**src/rtl/packet_injector.sv**
```systemverilog
// packet_injector: injection-side network interface feeding a Router LOCAL port.
// Takes a packet descriptor (destination, payload length) plus a stream of
// payload words and emits HEAD, BODY..., TAIL flits using req / on-off flow
// control. Payload words are prefetched into a small FIFO and may arrive
// before their descriptor.
//
// Ports:
//   clk, reset_n                   clock, asynchronous active-low reset
//   i_desc_valid / o_desc_ready    descriptor handshake
//   i_desc_dst_x, i_desc_dst_y     destination column / row
//   i_desc_len                     payload flits in the packet (1..MAX_LEN)
//   i_pl_valid / o_pl_ready        payload word handshake (ready = FIFO not full)
//   i_pl_data                      payload word
//   o_flit, o_transmit             flit and request to the Router local input
//   i_send                         Router on/off grant
//   o_busy                         packet in flight
//   o_drop                         one-cycle pulse on a discarded descriptor
//
// Optional feature macro: PACKET_INJECTOR_STATS_EN adds saturating 32-bit
// counters o_stat_pkts, o_stat_stall and o_stat_drops.

package router_pkg;
  localparam int unsigned X_W        = 2;
  localparam int unsigned Y_W        = 2;
  localparam int unsigned DATA_W     = 16;
  localparam int unsigned HEAD_LEN_W = DATA_W - 2 * X_W - 2 * Y_W;

  typedef struct packed {
    logic [X_W-1:0] xaddr;
    logic [Y_W-1:0] yaddr;
  } router_conf_t;

  typedef enum logic [1:0] {
    FT_NONE = 2'd0,
    FT_HEAD = 2'd1,
    FT_BODY = 2'd2,
    FT_TAIL = 2'd3
  } flit_type_t;

  // HEAD flit payload layout
  typedef struct packed {
    logic [X_W-1:0]        dst_x;
    logic [Y_W-1:0]        dst_y;
    logic [X_W-1:0]        src_x;
    logic [Y_W-1:0]        src_y;
    logic [HEAD_LEN_W-1:0] len;
  } head_t;

  typedef struct packed {
    flit_type_t        ftype;
    logic [DATA_W-1:0] data;
  } FLIT_t;
endpackage

module packet_injector
  import router_pkg::*;
#(
  parameter router_conf_t router_conf = '{xaddr: '0, yaddr: '0},
  parameter int unsigned  MAX_LEN     = 8,
  parameter int unsigned  LEN_W       = 4,
  parameter int unsigned  PL_DEPTH    = 4
) (
  input  logic              clk,
  input  logic              reset_n,
  input  logic              i_desc_valid,
  output logic              o_desc_ready,
  input  logic [X_W-1:0]    i_desc_dst_x,
  input  logic [Y_W-1:0]    i_desc_dst_y,
  input  logic [LEN_W-1:0]  i_desc_len,
  input  logic              i_pl_valid,
  output logic              o_pl_ready,
  input  logic [DATA_W-1:0] i_pl_data,
  output FLIT_t             o_flit,
  output logic              o_transmit,
  input  logic              i_send,
  output logic              o_busy,
  output logic              o_drop
`ifdef PACKET_INJECTOR_STATS_EN
  ,
  output logic [31:0]       o_stat_pkts,
  output logic [31:0]       o_stat_stall,
  output logic [31:0]       o_stat_drops
`endif
);

  localparam int unsigned PTR_W = $clog2(PL_DEPTH);
  localparam int unsigned CNT_W = $clog2(PL_DEPTH + 1);

  // Elaboration-time parameter sanity
  if (LEN_W > HEAD_LEN_W) begin : g_len_w_chk
    $error("packet_injector: LEN_W does not fit the HEAD len field");
  end
  if (MAX_LEN == 0 || MAX_LEN >= (32'd1 << LEN_W)) begin : g_max_len_chk
    $error("packet_injector: MAX_LEN must be 1..2**LEN_W-1");
  end
  if (PL_DEPTH < 2 || (PL_DEPTH & (PL_DEPTH - 1)) != 0) begin : g_depth_chk
    $error("packet_injector: PL_DEPTH must be a power of two >= 2");
  end

  typedef enum logic [1:0] {
    S_IDLE    = 2'd0,
    S_HEAD    = 2'd1,
    S_PAYLOAD = 2'd2
  } state_t;

  state_t            state_q, state_d;
  FLIT_t             flit_d;
  logic              transmit_d, desc_ready_d, pl_ready_d, busy_d, drop_d;
  logic [LEN_W-1:0]  remaining_q, remaining_d;

  logic [DATA_W-1:0] mem [PL_DEPTH];
  logic [PTR_W-1:0]  wr_ptr_q, rd_ptr_q;
  logic [CNT_W-1:0]  count_q, count_d;

  logic              push, pop, xfer, desc_fire, len_ok, load_payload;
  head_t             head;

  // State register
  always_ff @(posedge clk or negedge reset_n) begin
    if (!reset_n) state_q <= S_IDLE;
    else          state_q <= state_d;
  end

  // Next state, next flit and FIFO pop decision
  always_comb begin
    state_d      = state_q;
    flit_d       = o_flit;
    transmit_d   = o_transmit;
    remaining_d  = remaining_q;
    drop_d       = 1'b0;
    pop          = 1'b0;
    load_payload = 1'b0;
    push         = i_pl_valid && o_pl_ready;
    xfer         = o_transmit && i_send;
    desc_fire    = i_desc_valid && o_desc_ready;
    len_ok       = (i_desc_len != '0) && (32'(i_desc_len) <= MAX_LEN);
    head         = '{dst_x: i_desc_dst_x,
                     dst_y: i_desc_dst_y,
                     src_x: router_conf.xaddr,
                     src_y: router_conf.yaddr,
                     len:   HEAD_LEN_W'(i_desc_len)};

    case (state_q)
      S_IDLE: begin
        if (desc_fire) begin
          if (len_ok) begin
            flit_d.ftype = FT_HEAD;
            flit_d.data  = head;
            transmit_d   = 1'b1;
            remaining_d  = i_desc_len;
            state_d      = S_HEAD;
          end else begin
            drop_d = 1'b1;
          end
        end
      end
      S_HEAD: begin
        if (xfer) begin
          load_payload = 1'b1;
          state_d      = S_PAYLOAD;
        end
      end
      S_PAYLOAD: begin
        // remaining==0 means the TAIL is already sitting in the output register
        if (remaining_q == '0) begin
          if (xfer) begin
            transmit_d = 1'b0;
            state_d    = S_IDLE;
          end
        end else if (!o_transmit || xfer) begin
          load_payload = 1'b1;
        end
      end
      default: state_d = S_IDLE;
    endcase

    // Refill the output register from the FIFO, or bubble when it is empty
    if (load_payload) begin
      if (count_q != '0) begin
        pop          = 1'b1;
        flit_d.ftype = (remaining_q == LEN_W'(1)) ? FT_TAIL : FT_BODY;
        flit_d.data  = mem[rd_ptr_q];
        remaining_d  = remaining_q - LEN_W'(1);
        transmit_d   = 1'b1;
      end else begin
        transmit_d = 1'b0;
      end
    end

    count_d      = count_q + CNT_W'(push) - CNT_W'(pop);
    desc_ready_d = (state_d == S_IDLE);
    busy_d       = (state_d != S_IDLE);
    pl_ready_d   = (count_d < CNT_W'(PL_DEPTH));
  end

  // Registered outputs and packet bookkeeping
  always_ff @(posedge clk or negedge reset_n) begin
    if (!reset_n) begin
      o_flit       <= '0;
      o_transmit   <= 1'b0;
      o_desc_ready <= 1'b0;
      o_pl_ready   <= 1'b0;
      o_busy       <= 1'b0;
      o_drop       <= 1'b0;
      remaining_q  <= '0;
    end else begin
      o_flit       <= flit_d;
      o_transmit   <= transmit_d;
      o_desc_ready <= desc_ready_d;
      o_pl_ready   <= pl_ready_d;
      o_busy       <= busy_d;
      o_drop       <= drop_d;
      remaining_q  <= remaining_d;
    end
  end

  // Payload FIFO pointers and occupancy
  always_ff @(posedge clk or negedge reset_n) begin
    if (!reset_n) begin
      wr_ptr_q <= '0;
      rd_ptr_q <= '0;
      count_q  <= '0;
    end else begin
      if (push) wr_ptr_q <= wr_ptr_q + PTR_W'(1);
      if (pop)  rd_ptr_q <= rd_ptr_q + PTR_W'(1);
      count_q <= count_d;
    end
  end

  // Payload FIFO storage
  always_ff @(posedge clk) begin
    if (push) mem[wr_ptr_q] <= i_pl_data;
  end

`ifdef PACKET_INJECTOR_STATS_EN
  logic tail_xfer;
  assign tail_xfer = (state_q == S_PAYLOAD) && (remaining_q == '0) && xfer;

  // Saturating event counters
  always_ff @(posedge clk or negedge reset_n) begin
    if (!reset_n) begin
      o_stat_pkts  <= '0;
      o_stat_stall <= '0;
      o_stat_drops <= '0;
    end else begin
      if (tail_xfer && (o_stat_pkts != '1))
        o_stat_pkts <= o_stat_pkts + 32'd1;
      if (o_transmit && !i_send && (o_stat_stall != '1))
        o_stat_stall <= o_stat_stall + 32'd1;
      if (drop_d && (o_stat_drops != '1))
        o_stat_drops <= o_stat_drops + 32'd1;
    end
  end
`endif

endmodule
```
**config.mk**
```make
export PLATFORM = sky130hd
export DESIGN_NAME = packet_injector
export DESIGN_NICKNAME = d
export VERILOG_FILES = /design/src/rtl/packet_injector.sv
export SDC_FILE = /design/constraint.sdc
export NUM_CORES = 1
export LEC_CHECK = 0
export BUFFER_PORTS_ARGS = -buffer_cell sky130_fd_sc_hd__buf_2
export CAP_MARGIN = 20
export CORE_ASPECT_RATIO = 0.6
export CORE_UTILIZATION = 53
export CTS_BUF_LIST = sky130_fd_sc_hd__clkbuf_8
export DETAILED_ROUTE_END_ITERATION = 10
export GPL_TIMING_DRIVEN = 0
export HOLD_SLACK_MARGIN = 0.08
export PLACE_DENSITY = 0.71
export SETUP_SLACK_MARGIN = 0.15
export SLEW_MARGIN = 20
export SYNTH_ARGS = -nofsm -noshare
export SYNTH_HDL_FRONTEND = slang
export SYNTH_SLANG_ARGS = --single-unit
```
**constraint.sdc**
```tcl
create_clock -name clk -period 4 [get_ports clk]
set_clock_uncertainty 0.1 [all_clocks]
set_input_delay 0.4 -clock clk [delete_from_list [all_inputs] [get_ports clk]]
set_output_delay 0.4 -clock clk [all_outputs]
set_load 0.005 [all_outputs]
```
* Word level (Yosys, flattened, before mapping) *
Memory sizes are Yosys's and may differ from the RTL's.
Index checks and enable logic that the tools add are counted.

storage, ports and cells
  register bits = 36
  RAM bits = 64
  input port bits = 29
  output and inout bits = 23
  logic and storage cells = 75
  memories kept = 1

operators by class
  add/subtract/negate cells = 5
  order comparisons = 2
  equal/unequal tests = 7
  muxes and demuxes = 34
  reduce and logical (&&, ||, !) cells = 14

memories
  name  depth  width  read ports  clocked after memory_dff  write ports  RTL line  RTL
  mem   4      16     1           0                         1            111       logic [DATA_W-1:0] mem [PL_DEPTH];

operators by type and width
  cell                                                    count
  two-way mux 18 bit                                      5
  two-way mux 4 bit                                       5
  two-way mux 1 bit                                       16
  inequality test 3 bit (second input constant)           4
  two-way mux 2 bit                                       5
  one-hot mux 2 bit (3 select lines)                      1
  nonzero test 3 bit                                      2
  AND reduction 5 bit                                     1
  adder 2 x 1 -> 2 bit (second input constant)            2
  equality test 4 x 1 -> 1 bit (second input constant)    1
  less-or-equal comparator 4 bit (second input constant)  1
  logical AND 1 bit                                       4
  zero test 2 bit                                         2
  zero test 4 bit                                         1
  one-hot mux 1 bit (2 select lines)                      2
  nonzero test 4 bit                                      1
  subtractor 4 x 1 -> 4 bit (second input constant)       1
  adder 3 x 1 -> 3 bit                                    1
  less-than comparator 3 bit (second input constant)      1
  subtractor 3 x 1 -> 3 bit                               1
  equality test 2 x 1 -> 1 bit (second input constant)    1
  equality test 2 bit (second input constant)             1
  nonzero test 2 bit                                      1
  zero test 1 bit                                         1
  logical OR 1 bit                                        1

* Longest topological paths before layout *
  depth after elaboration = 8
  mapped depth = 16
  depth with buffers taken out = 14

* Worst setup path after synthesis *
Ideal clock, no wire load.

  kind = register -> register
  start point = register remaining_q[0]
  end point = register count_q[2]
  library setup time = 121 ps
  data arrival time = 2800 ps
  required time = 3779 ps
  setup slack = 979 ps
  cell stages (with the launch flop) = 17
  buffers on the path = 2
  clock period less this slack = 3021 ps
  path through = dfrtp_1 -> inv_1 -> ha_1 -> nor3b_2 -> o32ai_2 -> o31ai_2 -> inv_2 -> buf_4 -> buf_4 -> ha_1 -> inv_1 -> ha_1 -> inv_1 -> fa_1 -> xnor2_1 -> xor2_1 -> inv_1

between the ends
  word-level cells in the longest chain between the ends = 5

RTL lines
  element                             RTL line  RTL
  start, declared                     109       logic [LEN_W-1:0] remaining_q, remaining_d;
  start signal, assigned              213       remaining_q <= remaining_d;
  zero test 4 bit                     165       if (remaining_q == '0) begin
  two-way mux 1 bit                   165
  one-hot mux 1 bit (2 select lines)  143       case (state_q)
  two-way mux 1 bit                   178       if (load_payload) begin
  net pop                             115       logic push, pop, xfer, desc_fire, len_ok, load_payload;
  subtractor 3 x 1 -> 3 bit           190       count_d = count_q + CNT_W'(push) - CNT_W'(pop);
  net count_d[2]                      113       logic [CNT_W-1:0] count_q, count_d;
  end signal, assigned                226       count_q <= count_d;
  end, declared                       113

The timed path passes the listed nets, and every way through them passes these cells.
A chain may end at the register's enable or synchronous reset.

* Final worst setup path *
Ends and elaborated chain as after synthesis.

==> results <==
- Of all nets on the critical path, the largest fanout is 10.
- The startpoint of the most critical hold path is i_pl_data[0].
- Global routing used 31.6% of the available met2 tracks.
- The startpoint of the lowest-slack register-to-register path is remaining_q[0].
- The area of the core region is 7450 um2.
- The number of DRC violations after detailed routing is 0.
- At the pin with the least slew margin, the transition time is 0.837 ns.
- The count of boundary I/O pins is 52.
- In this run, CTS created clock tree buffers numbering 9.
- Synthesis produced a netlist with a net count of 315.
- The routing usage on met3 is 6.34%.
- The routed wirelength normalized by instance count is 17.2 um.
- The first-pass GRT wire length is 12400 um.
- Static timing analysis puts the maximum clock frequency at 299 MHz.
- The number of H-tree levels is 3.
- No sink is reached through more buffers than the 2 on the longest clock path.
- The post-synthesis cell count is 273.
- The sequential area share after synthesis is 67.5%.
- The dominant register cell in the synthesized netlist is sky130_fd_sc_hd__edfxtp_1.
- The horizontal die dimension is 117 um.
- The placed wire-length estimate is 5320 um.
- Global routing used 30.8% of the available met1 tracks.
- Post-CTS repair changed the size of 0 cells.
- The repair_antennas step left the layout with diodes totalling 0.
- The die is 70.8 um tall.
- The final number of hold-violating endpoints was 0.
- The maximum VDD drop is 0.342 mV.
- The sink of the worst hold path is mem[1][0].
- Counting I/O delays and the setup requirement, the final critical path takes 3.35 ns.
- The final layout contains routed wiring with a total length of 7660 um.
- The clock tree from TritonCTS is built.
- The top cell type by area accounts for 46.0% of the synthesized area.
- The clock-pin slew on the worst setup and hold paths is 0.09 ns.
- The final critical path takes up 83.7% of the cycle.
- The critical path data arrival time is 3.52 ns.
- The area of the mapped netlist is 4180 um2.
- After routing, the total negative slack on setup checks comes to 0 ns.
- Max-cap violations in this run came to 0.
- The initial antenna violation count is 0.
- The number of buffers inserted by port buffering is 51.
- The number of global-route vias before repair was 2366.
- In the layout the commonest cells are sky130_fd_sc_hd__edfxtp_1, sky130_fd_sc_hd__buf_2, sky130_fd_sc_hd__nand2_1, sky130_fd_sc_hd__dfrtp_1, sky130_fd_sc_hd__mux4_2.
- The effective utilization at floorplan is 56.1%.
- The global route total overflow is 0.
- The all-layer global routing usage is 21.2%.
- The number of setup buffers added after CTS is 0.
- The endpoint type of the worst setup path is a flip-flop.
- The worst-skew pair later-pin latency is 0.37 ns.
- The number of cells on the worst hold path is 1.
- Setup violations remaining at the end of the flow were counted as 0.
- The clock root buffer is sky130_fd_sc_hd__clkbuf_8.
- The row count is 24.
- For the worst setup path, the data required time is 4.17 ns.
- The distinct cell type count after synthesis is 45.
- The total power consumption of the routed design is 3.28 mW.
- The power per cell area is 684 nW/um2.
- The static leakage is 1.95 nW.
- The number of storage elements in the synthesis netlist is 100.
- Setup repair after global routing left no endpoint under its margin.
- For the worst flop-to-flop path, the logic depth is 16.
- The count of flip-flops with a built-in enable after synthesis is 64.
- The category of the most critical setup path is flip-flop to flip-flop.
- The library cell used most frequently in the layout, excluding fill and tap cells, is sky130_fd_sc_hd__edfxtp_1.
- The net count reported at finish is 378.
- Entering global routing, the biggest net connects 37 pins.
- The area growth from synthesis to layout is 14.6%.
- In this run the most used layer during global routing was met2.
- The post-synthesis cell type with the largest combined area is sky130_fd_sc_hd__edfxtp_1.
- The final count of pins violating max slew is 0.
- The worst setup path is launched from a flip-flop.
- The via total after detailed routing is 2458.
- The first-iteration detailed-routing DRC count is 185.
- The tightest hold margin is 0.142 ns.
- The vias per cell is 5.52.
- The post-route netlist has 30.5% of its cells at a drive strength greater than 1.
- The run finished with clean final reports.
- The die outline area is 8260 um2.
- The tightest slew margin relative to the limit is 44.2%.
- Once detail routing completed, the nets flagged for antenna violations numbered 0.
- Clock tree synthesis found a total of 100 sinks.
- The final RePlAce weighted congestion is 0.797.
- The first TritonRoute pass finished after 4 iterations.
- The path class of the tightest hold or removal check is input port to flip-flop.
- Ranked by total cell area, the synthesized netlist is headed by sky130_fd_sc_hd__edfxtp_1, sky130_fd_sc_hd__dfrtp_1, sky130_fd_sc_hd__mux4_2.
- Counting flops with an async set or reset pin after synthesis yields a share of 36.0%.
- The slack of the worst reg-to-reg path is 0.65 ns.
- In this run the critical register-to-register path is captured at count_q[2].
- The number of warnings printed during yosys synthesis is 0.
- The mean instance size in the synthesized netlist is 15.3 um2.
cells in the mapped netlist, types with 3 or more instances:
cell type and count:
sky130_fd_sc_hd__edfxtp_1 64, sky130_fd_sc_hd__nand2_1 37, sky130_fd_sc_hd__dfrtp_1 36, sky130_fd_sc_hd__mux4_2 16, sky130_fd_sc_hd__ha_1 12, sky130_fd_sc_hd__inv_1 12
sky130_fd_sc_hd__nand3_1 12, sky130_fd_sc_hd__nor2_1 11, sky130_fd_sc_hd__a31oi_1 7, sky130_fd_sc_hd__a21oi_1 6, sky130_fd_sc_hd__and3_1 6, sky130_fd_sc_hd__buf_2 5
sky130_fd_sc_hd__nor3_1 5, sky130_fd_sc_hd__xnor2_1 5, sky130_fd_sc_hd__a211oi_2 3, sky130_fd_sc_hd__buf_4 3
state kept, by name, indices dropped and copies added (netlist names):
| register | count |
|---|---|
| o_pl_ready | 1 |
| mem | 64 |
| o_desc_ready | 1 |
| o_flit | 18 |
| state_q | 2 |
| o_transmit | 1 |
| count_q | 3 |
| o_drop | 1 |
| o_busy | 1 |
| remaining_q | 4 |
| rd_ptr_q | 2 |
| wr_ptr_q | 2 |
where the power goes:
| group | switching (mW) | internal (mW) | leakage, nW |
|---|---|---|---|
| registers | 0.141 | 1.38 | 1.03 |
| clock network | 0.333 | 0.350 | 0.109 |
| logic | 0.576 | 0.499 | 0.811 |
worst max path at each step:
| stage | end | from | slack [ns] |
|---|---|---|---|
| floorplan | count_q[2] | remaining_q[0] | 0.98 |
| global placement | count_q[2] | remaining_q[0] | 0.71 |
| detailed placement | count_q[2] | remaining_q[0] | 0.65 |
| CTS | count_q[2] | remaining_q[0] | 0.64 |
| global route | count_q[2] | remaining_q[0] | 0.37 |
| finish | count_q[2] | remaining_q[0] | 0.65 |
metal layers:
| layer | up-vias | wire length, um | share of wire [%] |
|---|---|---|---|
| met5 | - | 0 | 0 |
| met4 | 0 | 77 | 1.0 |
| met3 | 9 | 483 | 6.3 |
| met2 | 79 | 3440 | 45 |
| met1 | 1233 | 3650 | 48 |
| li1 | 1137 | - | - |
metrics by stage:
step | util, % | setup slack, ns | area (um2) | cells
final | 64.3 | 0.650 | 4790 | 445
after global routing | 64.3 | 0.371 | 4790 | 445
after CTS | 64.3 | 0.635 | 4790 | 445
after detailed placement | 61.3 | 0.645 | 4570 | 428
after global placement | 61.3 | 0.714 | 4570 | 428
after floorplan | - | 0.979 | 4180 | 273
cell type report:
cell class / count / area, um2
tap: 104 / 130
clock inverter: 7 / 90.1
buffer: 12 / 77.6
sequential: 100 / 2820
inverter: 13 / 48.8
fill: 579 / 2660
timing repair buffer: 52 / 265
multi-input combinational: 148 / 1230
clock buffer: 9 / 124
logic make-up after synthesis:
family                     synth area share, %
muxes                                     9.13
AOI/OAI and AO/OA                         5.83
adders and majority gates                 4.07
buffers and inverters                     3.02
and+or+nand+nor                           9.19
xor gates and xnor gates                  1.26
DFF                                       67.5
what timing repair did:
action,CTS,global route
endpoints found under the setup margin,0,0
hold endpoints to repair,36,0
hold buffers,1,0
critical path, cell delays in order (launching register included):
cell,delay (ns)
sky130_fd_sc_hd__dfrtp_1,0.43
sky130_fd_sc_hd__inv_1,0.06
sky130_fd_sc_hd__ha_1,0.23
sky130_fd_sc_hd__nor3b_2,0.19
sky130_fd_sc_hd__o32ai_2,0.33
sky130_fd_sc_hd__o31ai_2,0.17
sky130_fd_sc_hd__inv_2,0.08
sky130_fd_sc_hd__buf_4,0.17
sky130_fd_sc_hd__buf_4,0.18
sky130_fd_sc_hd__ha_1,0.25
sky130_fd_sc_hd__inv_1,0.06
sky130_fd_sc_hd__ha_1,0.13
sky130_fd_sc_hd__inv_1,0.04
sky130_fd_sc_hd__fa_1,0.37
sky130_fd_sc_hd__xnor2_1,0.17
sky130_fd_sc_hd__xor2_1,0.23
sky130_fd_sc_hd__inv_1,0.06
Note: power is estimated with default switching activity, not from simulation.
